[src/rtl/ps2_pkg.sv]
// Shared PS/2 definitions: controller states, common command bytes and the
// odd-parity helper used by both the transmit and receive paths.
package ps2_pkg;

  typedef enum logic [2:0] {
    ST_IDLE      = 3'd0,
    ST_INHIBIT   = 3'd1,
    ST_RTS       = 3'd2,
    ST_SHIFT     = 3'd3,
    ST_ACK       = 3'd4,
    ST_WAIT_IDLE = 3'd5
  } ps2_state_e;

  localparam logic [7:0] CMD_SET_LEDS = 8'hED;
  localparam logic [7:0] CMD_ENABLE   = 8'hF4;
  localparam logic [7:0] CMD_RESET    = 8'hFF;

  // Returns the bit that makes data plus parity contain an odd number of ones.
  function automatic logic odd_parity(input logic [7:0] data);
    return ~(^data);
  endfunction

endpackage

[src/rtl/ps2_sync_edge.sv]
// Two-flop synchronizer for an idle-high PS/2 line plus a falling-edge strobe
// that is high for one cycle when the synchronized value goes 1 -> 0.
module ps2_sync_edge (
  input  logic clk,
  input  logic rst,
  input  logic async_in,
  output logic sync_out,
  output logic fall
);

  logic meta_q, meta_d;
  logic sync_q, sync_d;
  logic prev_q, prev_d;

  always_comb begin
    meta_d = async_in;
    sync_d = meta_q;
    prev_d = sync_q;
  end

  always_ff @(posedge clk or posedge rst) begin
    if (rst) begin
      meta_q <= 1'b1;
      sync_q <= 1'b1;
      prev_q <= 1'b1;
    end else begin
      meta_q <= meta_d;
      sync_q <= sync_d;
      prev_q <= prev_d;
    end
  end

  assign sync_out = sync_q;
  assign fall     = prev_q & ~sync_q;

endmodule

[src/rtl/ps2_host_tx.sv]
// PS/2 host-to-device transmitter: inhibits the clock, issues request-to-send,
// shifts out data/parity/stop on device clock falling edges and checks the ACK.
// Handshake: a cycle with tx_start=1 and tx_ready=1 accepts tx_data; exactly one
// of tx_done or tx_error pulses for one cycle when that frame ends.
module ps2_host_tx
  import ps2_pkg::*;
#(
  parameter int CLK_FREQ   = 100_000_000,
  parameter int INHIBIT_US = 100,
  parameter int TIMEOUT_MS = 15
) (
  input  logic       clk,
  input  logic       rst,
  input  logic [7:0] tx_data,
  input  logic       tx_start,
  output logic       tx_ready,
  output logic       tx_done,
  output logic       tx_error,
  input  logic       PS2_clk,
  input  logic       PS2_data,
  output logic       PS2_clk_oe,
  output logic       PS2_data_oe,
  output logic [2:0] state_dbg
);

  localparam int INHIBIT_CYCLES = CLK_FREQ / 1_000_000 * INHIBIT_US;
  localparam int TIMEOUT_CYCLES = CLK_FREQ / 1000 * TIMEOUT_MS;
  localparam int INH_W = $clog2(INHIBIT_CYCLES + 1);
  localparam int WDG_W = $clog2(TIMEOUT_CYCLES + 1);

  ps2_state_e       state_q, state_d;
  logic [8:0]       frame_q, frame_d;
  logic [3:0]       bit_cnt_q, bit_cnt_d;
  logic [INH_W-1:0] inh_q, inh_d;
  logic [WDG_W-1:0] wdg_q, wdg_d;
  logic             data_oe_q, data_oe_d;
  logic             dmeta_q, dmeta_d;
  logic             dsync_q, dsync_d;

  logic       clk_sync;
  logic       clk_fall;
  logic       wdg_active;
  logic [3:0] nxt_idx;

  ps2_sync_edge u_clk_sync (
    .clk      (clk),
    .rst      (rst),
    .async_in (PS2_clk),
    .sync_out (clk_sync),
    .fall     (clk_fall)
  );

  assign wdg_active = (state_q == ST_RTS) || (state_q == ST_SHIFT) ||
                      (state_q == ST_ACK) || (state_q == ST_WAIT_IDLE);
  assign nxt_idx    = bit_cnt_q + 4'd1;

  always_comb begin
    state_d    = state_q;
    frame_d    = frame_q;
    bit_cnt_d  = bit_cnt_q;
    inh_d      = inh_q;
    wdg_d      = wdg_q;
    data_oe_d  = data_oe_q;
    dmeta_d    = PS2_data;
    dsync_d    = dmeta_q;
    tx_done    = 1'b0;
    tx_error   = 1'b0;
    PS2_clk_oe = 1'b0;

    if (wdg_active && (wdg_q == '0)) begin
      state_d   = ST_IDLE;
      data_oe_d = 1'b0;
      tx_error  = 1'b1;
    end else begin
      if (wdg_active) wdg_d = wdg_q - WDG_W'(1);
      case (state_q)
        ST_IDLE: begin
          data_oe_d = 1'b0;
          if (tx_start) begin
            frame_d = {odd_parity(tx_data), tx_data};
            inh_d   = INH_W'(INHIBIT_CYCLES);
            state_d = ST_INHIBIT;
          end
        end
        ST_INHIBIT: begin
          PS2_clk_oe = 1'b1;
          if (inh_q <= INH_W'(1)) begin
            state_d   = ST_RTS;
            data_oe_d = 1'b1;
            wdg_d     = WDG_W'(TIMEOUT_CYCLES);
          end else begin
            inh_d = inh_q - INH_W'(1);
          end
        end
        ST_RTS: begin
          if (clk_fall) begin
            data_oe_d = ~frame_q[0];
            bit_cnt_d = 4'd0;
            state_d   = ST_SHIFT;
          end
        end
        ST_SHIFT: begin
          // bit_cnt_q is the frame bit on the line; 8 means parity is showing.
          if (clk_fall) begin
            if (bit_cnt_q == 4'd8) begin
              data_oe_d = 1'b0;
              state_d   = ST_ACK;
            end else begin
              data_oe_d = ~frame_q[nxt_idx];
              bit_cnt_d = nxt_idx;
            end
          end
        end
        ST_ACK: begin
          if (clk_fall) begin
            if (!dsync_q) begin
              state_d = ST_WAIT_IDLE;
            end else begin
              tx_error = 1'b1;
              state_d  = ST_IDLE;
            end
          end
        end
        ST_WAIT_IDLE: begin
          if (clk_sync && dsync_q) begin
            tx_done = 1'b1;
            state_d = ST_IDLE;
          end
        end
        default: begin
          state_d   = ST_IDLE;
          data_oe_d = 1'b0;
        end
      endcase
    end
  end

  always_ff @(posedge clk or posedge rst) begin
    if (rst) begin
      state_q   <= ST_IDLE;
      frame_q   <= '0;
      bit_cnt_q <= '0;
      inh_q     <= '0;
      wdg_q     <= '0;
      data_oe_q <= 1'b0;
      dmeta_q   <= 1'b1;
      dsync_q   <= 1'b1;
    end else begin
      state_q   <= state_d;
      frame_q   <= frame_d;
      bit_cnt_q <= bit_cnt_d;
      inh_q     <= inh_d;
      wdg_q     <= wdg_d;
      data_oe_q <= data_oe_d;
      dmeta_q   <= dmeta_d;
      dsync_q   <= dsync_d;
    end
  end

  assign tx_ready    = (state_q == ST_IDLE);
  assign PS2_data_oe = data_oe_q;
  assign state_dbg   = state_q;

endmodule

[config.mk]
export PLATFORM = sky130hd
export DESIGN_NAME = ps2_host_tx
export DESIGN_NICKNAME = d
export VERILOG_FILES = /design/src/rtl/ps2_pkg.sv /design/src/rtl/ps2_sync_edge.sv /design/src/rtl/ps2_host_tx.sv
export SDC_FILE = /design/constraint.sdc
export NUM_CORES = 1
export LEC_CHECK = 0
export BUFFER_PORTS_ARGS = -buffer_cell sky130_fd_sc_hd__buf_2
export CAP_MARGIN = 10
export CELL_PAD_IN_SITES_DETAIL_PLACEMENT = 1
export CELL_PAD_IN_SITES_GLOBAL_PLACEMENT = 1
export CORE_ASPECT_RATIO = 1.1
export CORE_MARGIN = 3
export CORE_UTILIZATION = 50
export CTS_BUF_LIST = sky130_fd_sc_hd__clkbuf_4
export DETAILED_ROUTE_END_ITERATION = 16
export PLACE_DENSITY = 0.81
export SYNTH_ARGS = -nofsm -noshare
export SYNTH_HDL_FRONTEND = slang
export SYNTH_SLANG_ARGS = --single-unit
[constraint.sdc]
create_clock -name clk -period 3.8 [get_ports clk]
set_clock_uncertainty 0.15 [all_clocks]
set_input_delay 0.38 -clock clk [delete_from_list [all_inputs] [get_ports clk]]
set_output_delay 0.38 -clock clk [all_outputs]
set_load 0.02 [all_outputs]
; ---- After elaboration in Yosys (flattened, before gate mapping)
; Cells that the tools add are included.
; W data, S select, Z words.
[word_totals]
ff_bits = 57
in_bits = 13
elab_cells = 94
[classes]
eq_ne = 19
muxes = 37
bitwise = 6
n_reduce_logical = 16
magnitude_cmp = 2
n_addsub = 3
[ops]
columns = op, count
row1 = $mux W21, 3
row2 = $mux W14, 2
row3 = $pmux W14 S2, 1
row4 = $mux W3, 9
row5 = $logic_not A21 Y1, 1
row6 = $sub A21 B1 Y21 const B, 1
row7 = $pmux W3 S6, 1
row8 = $mux W1, 15
row9 = $le A14 B1 Y1 const B, 1
row10 = $sub A14 B1 Y14 const B, 1
row11 = $mux W4, 3
row12 = $ne A3 B2 Y1 const B, 4
row13 = $ne A2 B2 Y1 const B, 5
row14 = $pmux W4 S2, 1
row15 = $reduce_and A4 Y1, 2
row16 = $reduce_xor A8 Y1, 1
row17 = $reduce_and A7 Y1, 1
row18 = $eq A3 B2 Y1 const B, 2
row19 = $eq A3 B3 Y1 const B, 2
row20 = $ne A3 B1 Y1 const B, 2
row21 = $lt A4 B5 Y1 const B, 1
row22 = $not A1 Y1, 5
row23 = $reduce_and A5 Y1, 1
row24 = $add A4 B1 Y4 const B, 1
row25 = other kinds (13), 17

; ---- Depth between registers and ports, before layout
; Gate-level depths: netlist (run 1).
[logic_depth]
depth_word = 8
ltp_mapped = 9
ltp_nobuf = 7

; ---- By module
; A second synthesis (run 1) with hierarchy kept.
[unflattened]
hier_cells = 331
area_unflattened_um2 = 3105.5
[by_module_without_submodules]
columns = mod, cells_per_inst, area_per_inst_um2, instances
row1 = ps2_host_tx, 326, 3009.1, 1
row2 = ps2_sync_edge, 5, 96.3, 1

; ---- Worst setup path before layout (run 1)
; OpenSTA, ideal clock, no wires.
[synth_path]
kind = register to output
start = reg wdg_q[0]
end = out tx_error
slack_ns = 1.193
n_path_buf = 1
t_required_ns = 3.270
stages_incl_launch_ff = 8
arrival_time_ns = 2.077
cell_sequence = dfrtp_1 inv_1 ha_1 or4b_1 or4_1 clkbuf_1 nand2b_1 nand2_1
[synth_between]
elab_chain_len = 3
[synth_lines]
columns = item, line
row1 = "start, declared", ps2_host_tx.sv:35  ; logic [WDG_W-1:0] wdg_q, wdg_d;
row2 = "start signal, assigned", ps2_host_tx.sv:153  ; wdg_q <= wdg_d;
row3 = $logic_not A21 Y1, ps2_host_tx.sv:70  ; if (wdg_active && (wdg_q == '0)) begin
row4 = $logic_and A1 B1 Y1, ps2_host_tx.sv:70
row5 = $mux W1, ps2_host_tx.sv:70
row6 = "end, declared", ps2_host_tx.sv:18  ; output logic tx_error,
; Every way passes these cells.

; ---- Final worst setup path (run 1)
; Same ends and word-level chain as after synthesis.

==> flow_metrics.env, run 1 <==
export IMPL_p_int_mw=1.257
export IMPL_critical_path_max_stage_delay_ns=0.66
export IMPL_clock_tree_root_cell="clkbuf_4"
export IMPL_ir_drop_uv=305.1
export IMPL_dp_hpwl_mm=5.655
export IMPL_die_area_mm2=0.007404
export IMPL_design_core_area_mm2=0.005987
export IMPL_cap_violations=0
export IMPL_critical_path_class="register to output pin"
export IMPL_synth_fp_nets=363
export IMPL_final_setup_tns_ns=0
export IMPL_initial_core_util_pct=53.50
export IMPL_cp_cell_sequence="inv_1 -> ha_1 -> or4b_1 -> or4_1 -> nand2b_1 -> nand2_1 -> buf_2"
export IMPL_dp_cells=431
export IMPL_drc=0
export IMPL_comb_power_share_pct=40.1
export IMPL_clk_path_buf_depth=2
export IMPL_grt_antenna_before_repair=0
export IMPL_fill_cells=724
export IMPL_fin_nets=386
export IMPL_grt_pass1_vias=2797
export IMPL_cp_slowest_cell="or4_1"
export IMPL_final_cells=449
export IMPL_grt_max_degree=46
export IMPL_maxSlewViolCount=0
export IMPL_fin_hold_ws_ns=0.005317
export IMPL_total_power_mw=2.228
export IMPL_drive_gt1_share_pct=14.78
export IMPL_synth_area_per_cell_um2=9.311
export IMPL_rsz0062_at_grt="false"
export IMPL_drt_antenna_violating_nets=0
export IMPL_max_slew_margin_pct=37.21
export IMPL_placed_cell_area_mm2=0.003373
export IMPL_clock_fmax_mhz=301.0
export IMPL_swShare_pct=43.57
export IMPL_mostFrequentLayoutCell="dfrtp_1"
export IMPL_num_rows=29
export IMPL_r2r_cells=5
export IMPL_drt_wl_total_mm=7.819
export IMPL_synth_edf_count=0
export IMPL_rrSetupSlack_ns=0.99
export IMPL_io_pins=21
export IMPL_outcome="finished clean"
export IMPL_critPathMaxFanout=6
export IMPL_port_buffers=20
export IMPL_die_w_um=82.32
export IMPL_routed_via_count=2616
export IMPL_ctsHtreeMaxLevel=3
export IMPL_fin_area_mm2=0.003498
export IMPL_leakage_nw=1.430
export IMPL_synth_seq_area_share_pct=44.73
export IMPL_viasPerCell=5.826
export IMPL_setup_ws_ns=0.4772
export IMPL_power_density_mw_per_mm2=636.9
export IMPL_die_h_um=89.95
export IMPL_p_switching_mw=0.9709
export IMPL_timing_final_crit_period_ns=3.323
export IMPL_ys_warn_count=0
export IMPL_ys_flop_type="dfrtp_1"
export IMPL_wire_per_inst_um=17.41
export IMPL_end_kind="output pin"
export IMPL_power_frac_seq_pct=43.4
export IMPL_hold_buffers=2
export IMPL_dp_slack_ns=0.9569
export IMPL_hold_viol=0
export IMPL_netlist_area_mm2=0.003203
export IMPL_p_clk_share_pct=16.5
export IMPL_ys_types=54
export IMPL_cts_resized=0
export IMPL_worst_setup_path_start_kind="register"
export IMPL_cts_num_sinks=57
export IMPL_crit_required_ns=3.27
export IMPL_grt_pass1_wl_mm=13.37
export IMPL_drtIter0Drc=122
export IMPL_insertion_delay_ns=0.42
export IMPL_cts_tree="built"
export IMPL_cts_reportedPaths_clkPinSlew_ns=0.10
export IMPL_cp_data_arrival_time_ns=2.79
export IMPL_drtPass1Iterations=4
export IMPL_gr_usage_all_layers_pct=23.21
export IMPL_seq_area_mm2=0.001433
export IMPL_gr_total_overflow=0
export IMPL_worstHoldPathType="input pin to asynchronous set/reset pin"
export IMPL_antenna_cells=0
export IMPL_postSynthCellCount=344
export IMPL_multiInputGateArea_mm2=0.001673
export IMPL_synth_seq_cells=57
export IMPL_syn_to_final_growth_pct=9.219
export IMPL_place_gp_congestion=0.7924
export IMPL_synth_async_reset_ratio_pct=100.0
export IMPL_fin_util_pct=58.43
export IMPL_setup_violations=0
export IMPL_timing_rr_end="wdg_q[14]"
export IMPL_layout_common_cells="52 x dfrtp_1, 47 x nand2_1, 27 x nor2_1"
export IMPL_cts_inserted_buffers=9
export IMPL_cts_setup_buffers=0
export IMPL_r2r_start="inh_q[7]"
export IMPL_period_share_pct=87.44
export IMPL_tightest_slew_ns=0.9405
cell type report:
type | count | share of cell area, %
multi-input cells | 262 | 47.82
flip-flops and latches | 57 | 40.95
repair buffers | 26 | 4.292
well taps | 77 | 2.754
clock buffers | 11 | 2.361
inverters | 11 | 1.180
clock inverters | 5 | 0.6438
layer usage:
metal  routed length, um  global-route usage (%)
met1                3439                   29.50
met3                 185                   4.200
met5                   0                       0
met4                 159                   9.418
met2                4034                   38.10
registers in the layout (all words and copies together), names as in the netlist:
signal and count:
dsync_q 1, inh_q 14, frame_q 9, bit_cnt_q 4
wdg_q 21, PS2_data_oe 1, u_clk_sync.prev_q 1, dmeta_q 1
u_clk_sync.meta_q 1, u_clk_sync.sync_out 1, state_dbg 3
logic make-up (layout without fill, tap and decap cells):
logic type | after synthesis | count (layout) | synth area share [%]
AND/OR/NAND/NOR | 159 | 159 | 26.45
AO/OA/AOI/OAI | 62 | 62 | 12.89
flip-flops | 57 | 57 | 44.73
XOR/XNOR | 30 | 30 | 8.203
buffers and inverters | 25 | 53 | 3.047
adder cells (fa/ha/maj) | 6 | 6 | 2.344
multiplexers | 5 | 5 | 2.344
worst max-delay path by stage:
stage,start,cells after the start,endpoint,slack (ns)
floorplan,wdg_q[0],7,tx_error,1.19
global placement,wdg_q[0],7,tx_error,1.04
detailed placement,wdg_q[0],7,tx_done,0.96
CTS,wdg_q[0],7,tx_done,0.49
global route,wdg_q[0],7,tx_error,0.37
finish,wdg_q[0],7,tx_error,0.48
cells in the mapped netlist, types with 4 or more instances:
| master | number | area share [%] |
|---|---|---|
| dfrtp_1 | 52 | 41 |
| dfstp_2 | 5 | 4.1 |
| nor2_1 | 27 | 3.2 |
| inv_1 | 10 | 1.2 |
| or4_1 | 8 | 1.9 |
| xnor2_1 | 18 | 4.9 |
| nand2_1 | 47 | 5.5 |
| nand2b_1 | 6 | 1.2 |
| o31ai_1 | 7 | 1.6 |
| ha_1 | 6 | 2.3 |
| nand4_1 | 7 | 1.4 |
| nand3_1 | 14 | 2.2 |
| xor2_1 | 12 | 3.3 |
| o21ai_0 | 11 | 1.7 |
| or3_1 | 9 | 1.8 |
| nor3_1 | 11 | 1.7 |
| a21oi_1 | 14 | 2.2 |
| clkbuf_1 | 11 | 1.3 |
| nor2b_1 | 5 | 0.98 |
| a211oi_1 | 8 | 1.9 |
| nor4_1 | 4 | 0.78 |
power by group through the flow:
stage | logic (mW) | clock network [mW] | registers [mW]
global route | 1.02 | 0.411 | 0.995
finish | 0.894 | 0.368 | 0.966
CTS | 0.907 | 0.376 | 0.964
detailed placement | 0.894 | 0 | 0.977
floorplan | 0.688 | 0 | 0.911
global placement | 0.868 | 0 | 0.963
critical path: cells and delay by family, from the launching register on:
kind / cells / cell delay [ns]
adders and majority gates: 1 / 0.14
buffers and inverters: 2 / 0.27
DFF: 1 / 0.44
and+or+nand+nor: 4 / 1.50
No activity file was read; power rests on OpenSTA's default activity.
==> inputs of run 2 (changes only) <==
--- a/config.mk
+++ b/config.mk
@@ -15,6 +15,7 @@
 export CTS_BUF_LIST = sky130_fd_sc_hd__clkbuf_4
 export DETAILED_ROUTE_END_ITERATION = 16
 export PLACE_DENSITY = 0.81
+export RECOVER_POWER = 25
 export SYNTH_ARGS = -nofsm -noshare
 export SYNTH_HDL_FRONTEND = slang
 export SYNTH_SLANG_ARGS = --single-unit
==> constraint.sdc (replaced) <==
create_clock -name clk -period 3.8 [get_ports clk]
set_clock_uncertainty 0.15 [all_clocks]
set_input_delay 0.57 -clock clk [delete_from_list [all_inputs] [get_ports clk]]
set_output_delay 0.57 -clock clk [all_outputs]
set_load 0.02 [all_outputs]
==> flow_metrics.env, run 2 (synthesis gave the netlist of run 1 again) <==
export IMPL_outcome="finished clean"
export IMPL_critical_path_class="register to output pin"
export IMPL_ir_drop_uv=341.2
export IMPL_cts_inserted_buffers=9
export IMPL_drtPass1Iterations=4
export IMPL_multiInputGateArea_mm2=0.001673
export IMPL_timing_final_crit_period_ns=3.470
export IMPL_initial_core_util_pct=53.50
export IMPL_cts_resized=0
export IMPL_cp_data_arrival_time_ns=2.75
export IMPL_grt_antenna_before_repair=0
export IMPL_insertion_delay_ns=0.41
export IMPL_port_buffers=20
export IMPL_worstHoldPathType="input pin to register"
export IMPL_grt_pass1_wl_mm=12.97
export IMPL_clk_path_buf_depth=2
export IMPL_tightest_slew_ns=1.221
export IMPL_mostFrequentLayoutCell="dfrtp_1"
export IMPL_fill_cells=719
export IMPL_critPathMaxFanout=6
export IMPL_grt_pass1_vias=2738
export IMPL_num_rows=29
export IMPL_clock_tree_root_cell="clkbuf_4"
export IMPL_final_cells=447
export IMPL_die_w_um=82.32
export IMPL_maxSlewViolCount=0
export IMPL_cts_reportedPaths_clkPinSlew_ns=0.09
export IMPL_max_slew_margin_pct=18.51
export IMPL_hold_viol=0
export IMPL_design_core_area_mm2=0.005987
export IMPL_syn_to_final_growth_pct=9.336
export IMPL_fin_nets=384
export IMPL_setup_violations=0
export IMPL_routed_via_count=2610
export IMPL_fin_util_pct=58.50
export IMPL_top_register="wdg_q"
export IMPL_viasPerCell=5.839
export IMPL_drc=0
export IMPL_gr_total_overflow=0
export IMPL_largestRegisters="wdg_q (21), inh_q (14), frame_q (9)"
export IMPL_io_pins=21
export IMPL_wire_per_inst_um=16.83
export IMPL_gr_usage_all_layers_pct=22.48
export IMPL_final_setup_tns_ns=0
export IMPL_placed_cell_area_mm2=0.003373
export IMPL_cap_violations=0
export IMPL_ctsHtreeMaxLevel=3
export IMPL_drive_gt1_share_pct=14.05
export IMPL_largest_reg_flops=21
export IMPL_cts_setup_buffers=0
export IMPL_layout_common_cells="52 x dfrtp_1, 47 x nand2_1, 27 x nor2_1"
export IMPL_grt_max_degree=34
export IMPL_cts_tree="built"
export IMPL_end_kind="output pin"
export IMPL_drt_antenna_violating_nets=0
export IMPL_leakage_nw=1.430
export IMPL_hold_buffers=0
export IMPL_antenna_cells=0
export IMPL_dp_hpwl_mm=5.394
export IMPL_die_h_um=89.95
export IMPL_total_power_mw=2.282
export IMPL_period_share_pct=91.33
export IMPL_crit_required_ns=3.08
export IMPL_drtIter0Drc=101
export IMPL_place_gp_congestion=0.7973
export IMPL_rsz0062_at_grt="false"
export IMPL_seq_area_mm2=0.001433
export IMPL_fin_area_mm2=0.003502
export IMPL_cts_num_sinks=57
export IMPL_clock_fmax_mhz=288.2
export IMPL_dp_cells=431
export IMPL_drt_wl_total_mm=7.523
export IMPL_worst_setup_path_start_kind="register"
export IMPL_die_area_mm2=0.007404
export IMPL_power_density_mw_per_mm2=651.6
run 2: path summary, 6_finish.rpt:
path	slack (ns)	startpoint	endpoint	cells past startpoint
max	0.33	wdg_q[0]	tx_error	7
min	0.11	PS2_data	dmeta_q	1
max reg2reg	0.95	inh_q[7]	wdg_q[14]	5
min reg2reg	0.21	dmeta_q	dsync_q	0
max in group asynchronous	2.14	rst	u_clk_sync.prev_q	3
min in group asynchronous	0.32	rst	inh_q[4]	2
run 2: routing by layer:
| layer | GRT usage [%] | up-vias | wire [um] |
|---|---|---|---|
| li1 | - | 1266 | - |
| met1 | 28.42 | 1294 | 3409 |
| met2 | 37.30 | 36 | 3778 |
| met3 | 3.600 | 14 | 190 |
| met4 | 9.280 | 0 | 146 |
| met5 | 0 | - | 0 |
run 2: power by group:
| part | switching [mW] | leakage [nW] | internal (mW) |
|---|---|---|---|
| Clock | 0.221 | 0.0734 | 0.208 |
| Sequential | 0.205 | 0.670 | 0.763 |
| Combinational | 0.535 | 0.687 | 0.349 |
| Total | 0.961 | 1.43 | 1.32 |
run 2: worst max-delay path, cell delays in order (launching register included):
cell and delay (ns):
dfrtp_1 0.44, inv_1 0.10, ha_1 0.14, or4b_1 0.50
or4_1 0.67, nand2b_1 0.24, nand2_1 0.09, buf_2 0.16
run 2: layout make-up:
class,count,area share [%]
Clock inverter,5,1.322
Sequential cell,57,40.91
Multi-Input combinational cell,262,47.77
Inverter,11,1.179
Timing Repair Buffer,24,3.716
Clock buffer,11,2.358
Tap cell,77,2.751
run 2: through the flow:
step | hold WS [ns] | setup slack (ns)
floorplan | 0.1952 | 1.003
global placement | 0.1954 | 0.8492
detailed placement | 0.1975 | 0.7796
CTS | 0.09267 | 0.3060
global route | 0.09769 | 0.1493
finish | 0.1117 | 0.3296
==> inputs of run 3 (changes only) <==
--- a/config.mk
+++ b/config.mk
@@ -12,7 +12,7 @@
 export CORE_ASPECT_RATIO = 1.1
 export CORE_MARGIN = 3
 export CORE_UTILIZATION = 50
-export CTS_BUF_LIST = sky130_fd_sc_hd__clkbuf_4
+export CTS_BUF_LIST = sky130_fd_sc_hd__clkbuf_8
 export DETAILED_ROUTE_END_ITERATION = 16
 export PLACE_DENSITY = 0.81
 export RECOVER_POWER = 25
==> constraint.sdc (replaced) <==
create_clock -name clk -period 4.4 [get_ports clk]
set_clock_uncertainty 0.15 [all_clocks]
set_input_delay 0.66 -clock clk [delete_from_list [all_inputs] [get_ports clk]]
set_output_delay 0.66 -clock clk [all_outputs]
set_load 0.02 [all_outputs]
==> flow_metrics.env, run 3 (synthesis gave the netlist of run 1 again) <==
export IMPL_gr_usage_all_layers_pct=24.30
export IMPL_dp_cells=429
export IMPL_cts_tree="built"
export IMPL_setup_ws_ns=0.9338
export IMPL_route_met3_wl_um=255
export IMPL_cts_reportedPaths_clkPinSlew_ns=0.06
export IMPL_end_kind="output pin"
export IMPL_cp_buffers_inverters=2
export IMPL_antenna_cells=0
export IMPL_max_slew_margin_pct=-11.99
export IMPL_cp_cell_sequence="inv_1 -> ha_1 -> or4b_1 -> or4_1 -> nand2b_1 -> nand2_1 -> buf_2"
export IMPL_largestRegisters="wdg_q (21), inh_q (14), frame_q (9)"
export IMPL_final_cells=445
export IMPL_drt_antenna_violating_nets=0
export IMPL_cp_slowest_cell="or4_1"
export IMPL_worst_setup_path_start_kind="register"
export IMPL_critical_path_max_stage_delay_ns=0.66
export IMPL_cp_depth=7
export IMPL_clock_tree_root_cell="clkbuf_8"
export IMPL_drtIter0Drc=73
export IMPL_total_power_mw=2.079
export IMPL_worstHoldPathType="register to register"
export IMPL_cap_violations=1
export IMPL_ctsHtreeMaxLevel=3
export IMPL_drt_wl_total_mm=8.083
export IMPL_wl_met2_mm=4.192
export IMPL_wire_per_inst_um=18.16
export IMPL_clk_path_buf_depth=2
export IMPL_largest_reg_flops=21
export IMPL_routed_via_count=2644
export IMPL_drc=0
export IMPL_hold_viol=0
export IMPL_maxSlewViolCount=46
export IMPL_grt_max_degree=46
export IMPL_clock_fmax_mhz=288.5
export IMPL_r2r_cells=5
export IMPL_die_w_um=82.32
export IMPL_rsz0062_at_grt="false"
export IMPL_cts_setup_buffers=0
export IMPL_ir_drop_uv=335.7
export IMPL_cts_inserted_buffers=9
export IMPL_placed_cell_area_mm2=0.003358
export IMPL_cts_resized=0
export IMPL_period_share_pct=78.78
export IMPL_holdPathStages=0
export IMPL_num_rows=29
export IMPL_layout_common_cells="52 x dfrtp_1, 47 x nand2_1, 27 x nor2_1"
export IMPL_crit_family="simple AND/OR/NAND/NOR gates"
export IMPL_fill_cells=700
export IMPL_die_area_mm2=0.007404
export IMPL_fin_nets=382
export IMPL_met1Wirelength_mm=3.488
export IMPL_place_gp_congestion=0.8052
export IMPL_top_layer_used="met4"
export IMPL_power_density_mw_per_mm2=585.6
export IMPL_crit_required_ns=3.59
export IMPL_grt_antenna_before_repair=0
export IMPL_design_core_area_mm2=0.005987
export IMPL_fin_area_mm2=0.003550
export IMPL_viasPerCell=5.942
export IMPL_mostFrequentLayoutCell="dfrtp_1"
export IMPL_cp_data_arrival_time_ns=2.66
export IMPL_die_h_um=89.95
export IMPL_tightest_slew_ns=1.678
export IMPL_violations="capacitance limit, slew limit"
export IMPL_gr_total_overflow=0
export IMPL_top_register="wdg_q"
export IMPL_cts_num_sinks=57
export IMPL_hold_buffers=0
export IMPL_initial_core_util_pct=53.50
export IMPL_drive_gt1_share_pct=13.86
export IMPL_setup_violations=0
export IMPL_syn_to_final_growth_pct=10.82
export IMPL_final_setup_tns_ns=0
export IMPL_outcome="finished with violations"
export IMPL_port_buffers=20
export IMPL_critPathMaxFanout=6
export IMPL_drtPass1Iterations=4
export IMPL_dp_hpwl_mm=5.552
export IMPL_grt_pass1_wl_mm=13.86
export IMPL_critical_path_class="register to output pin"
export IMPL_dp_slack_ns=1.309
export IMPL_timing_final_crit_period_ns=3.466
export IMPL_io_pins=21
export IMPL_leakage_nw=1.450
export IMPL_insertion_delay_ns=0.34
export IMPL_grt_pass1_vias=2863
run 3: layout make-up:
cell class              instances  area [um^2]  share of cell area, %
well taps                      77        96.34                  2.714
multi-input cells             262         1673                  47.13
inverters                      11        41.29                  1.163
flip-flops and latches         57         1433                  40.36
clock buffers                  13        178.9                  5.041
clock inverters                 3        13.76                 0.3877
repair buffers                 22        113.9                  3.208
run 3: path summary, 6_finish.rpt:
| kind | slack [ns] | endpoint | from |
|---|---|---|---|
| worst min-delay path | 0.21 | dsync_q | dmeta_q |
| min in group asynchronous | 0.68 | inh_q[13] | rst |
| worst max-delay path | 0.93 | tx_error | wdg_q[0] |
| worst min register to register | 0.21 | dsync_q | dmeta_q |
| worst max register to register | 1.29 | wdg_q[2] | inh_q[7] |
| max in group asynchronous | 2.34 | u_clk_sync.prev_q | rst |
run 3: through the flow:
step           utilization, %  hold slack [ns]
2_1_floorplan               -           0.1952
3_3_place_gp            56.09           0.1961
3_5_place_dp            56.09           0.1973
4_1_cts                 59.31           0.2068
5_1_grt                 59.29           0.2159
6_report                59.29           0.2091
run 3: power breakdown:
group	switching, mW	internal [mW]	total [mW]
registers	0.178	0.661	0.839
clock network	0.208	0.262	0.470
logic	0.477	0.293	0.769
run 3: per-layer routing:
metal | vias up | track usage (%)
li1 | 1264 | -
met1 | 1325 | 30.44
met2 | 44 | 39.84
met3 | 11 | 5.700
met4 | 0 | 9.141
met5 | - | 0
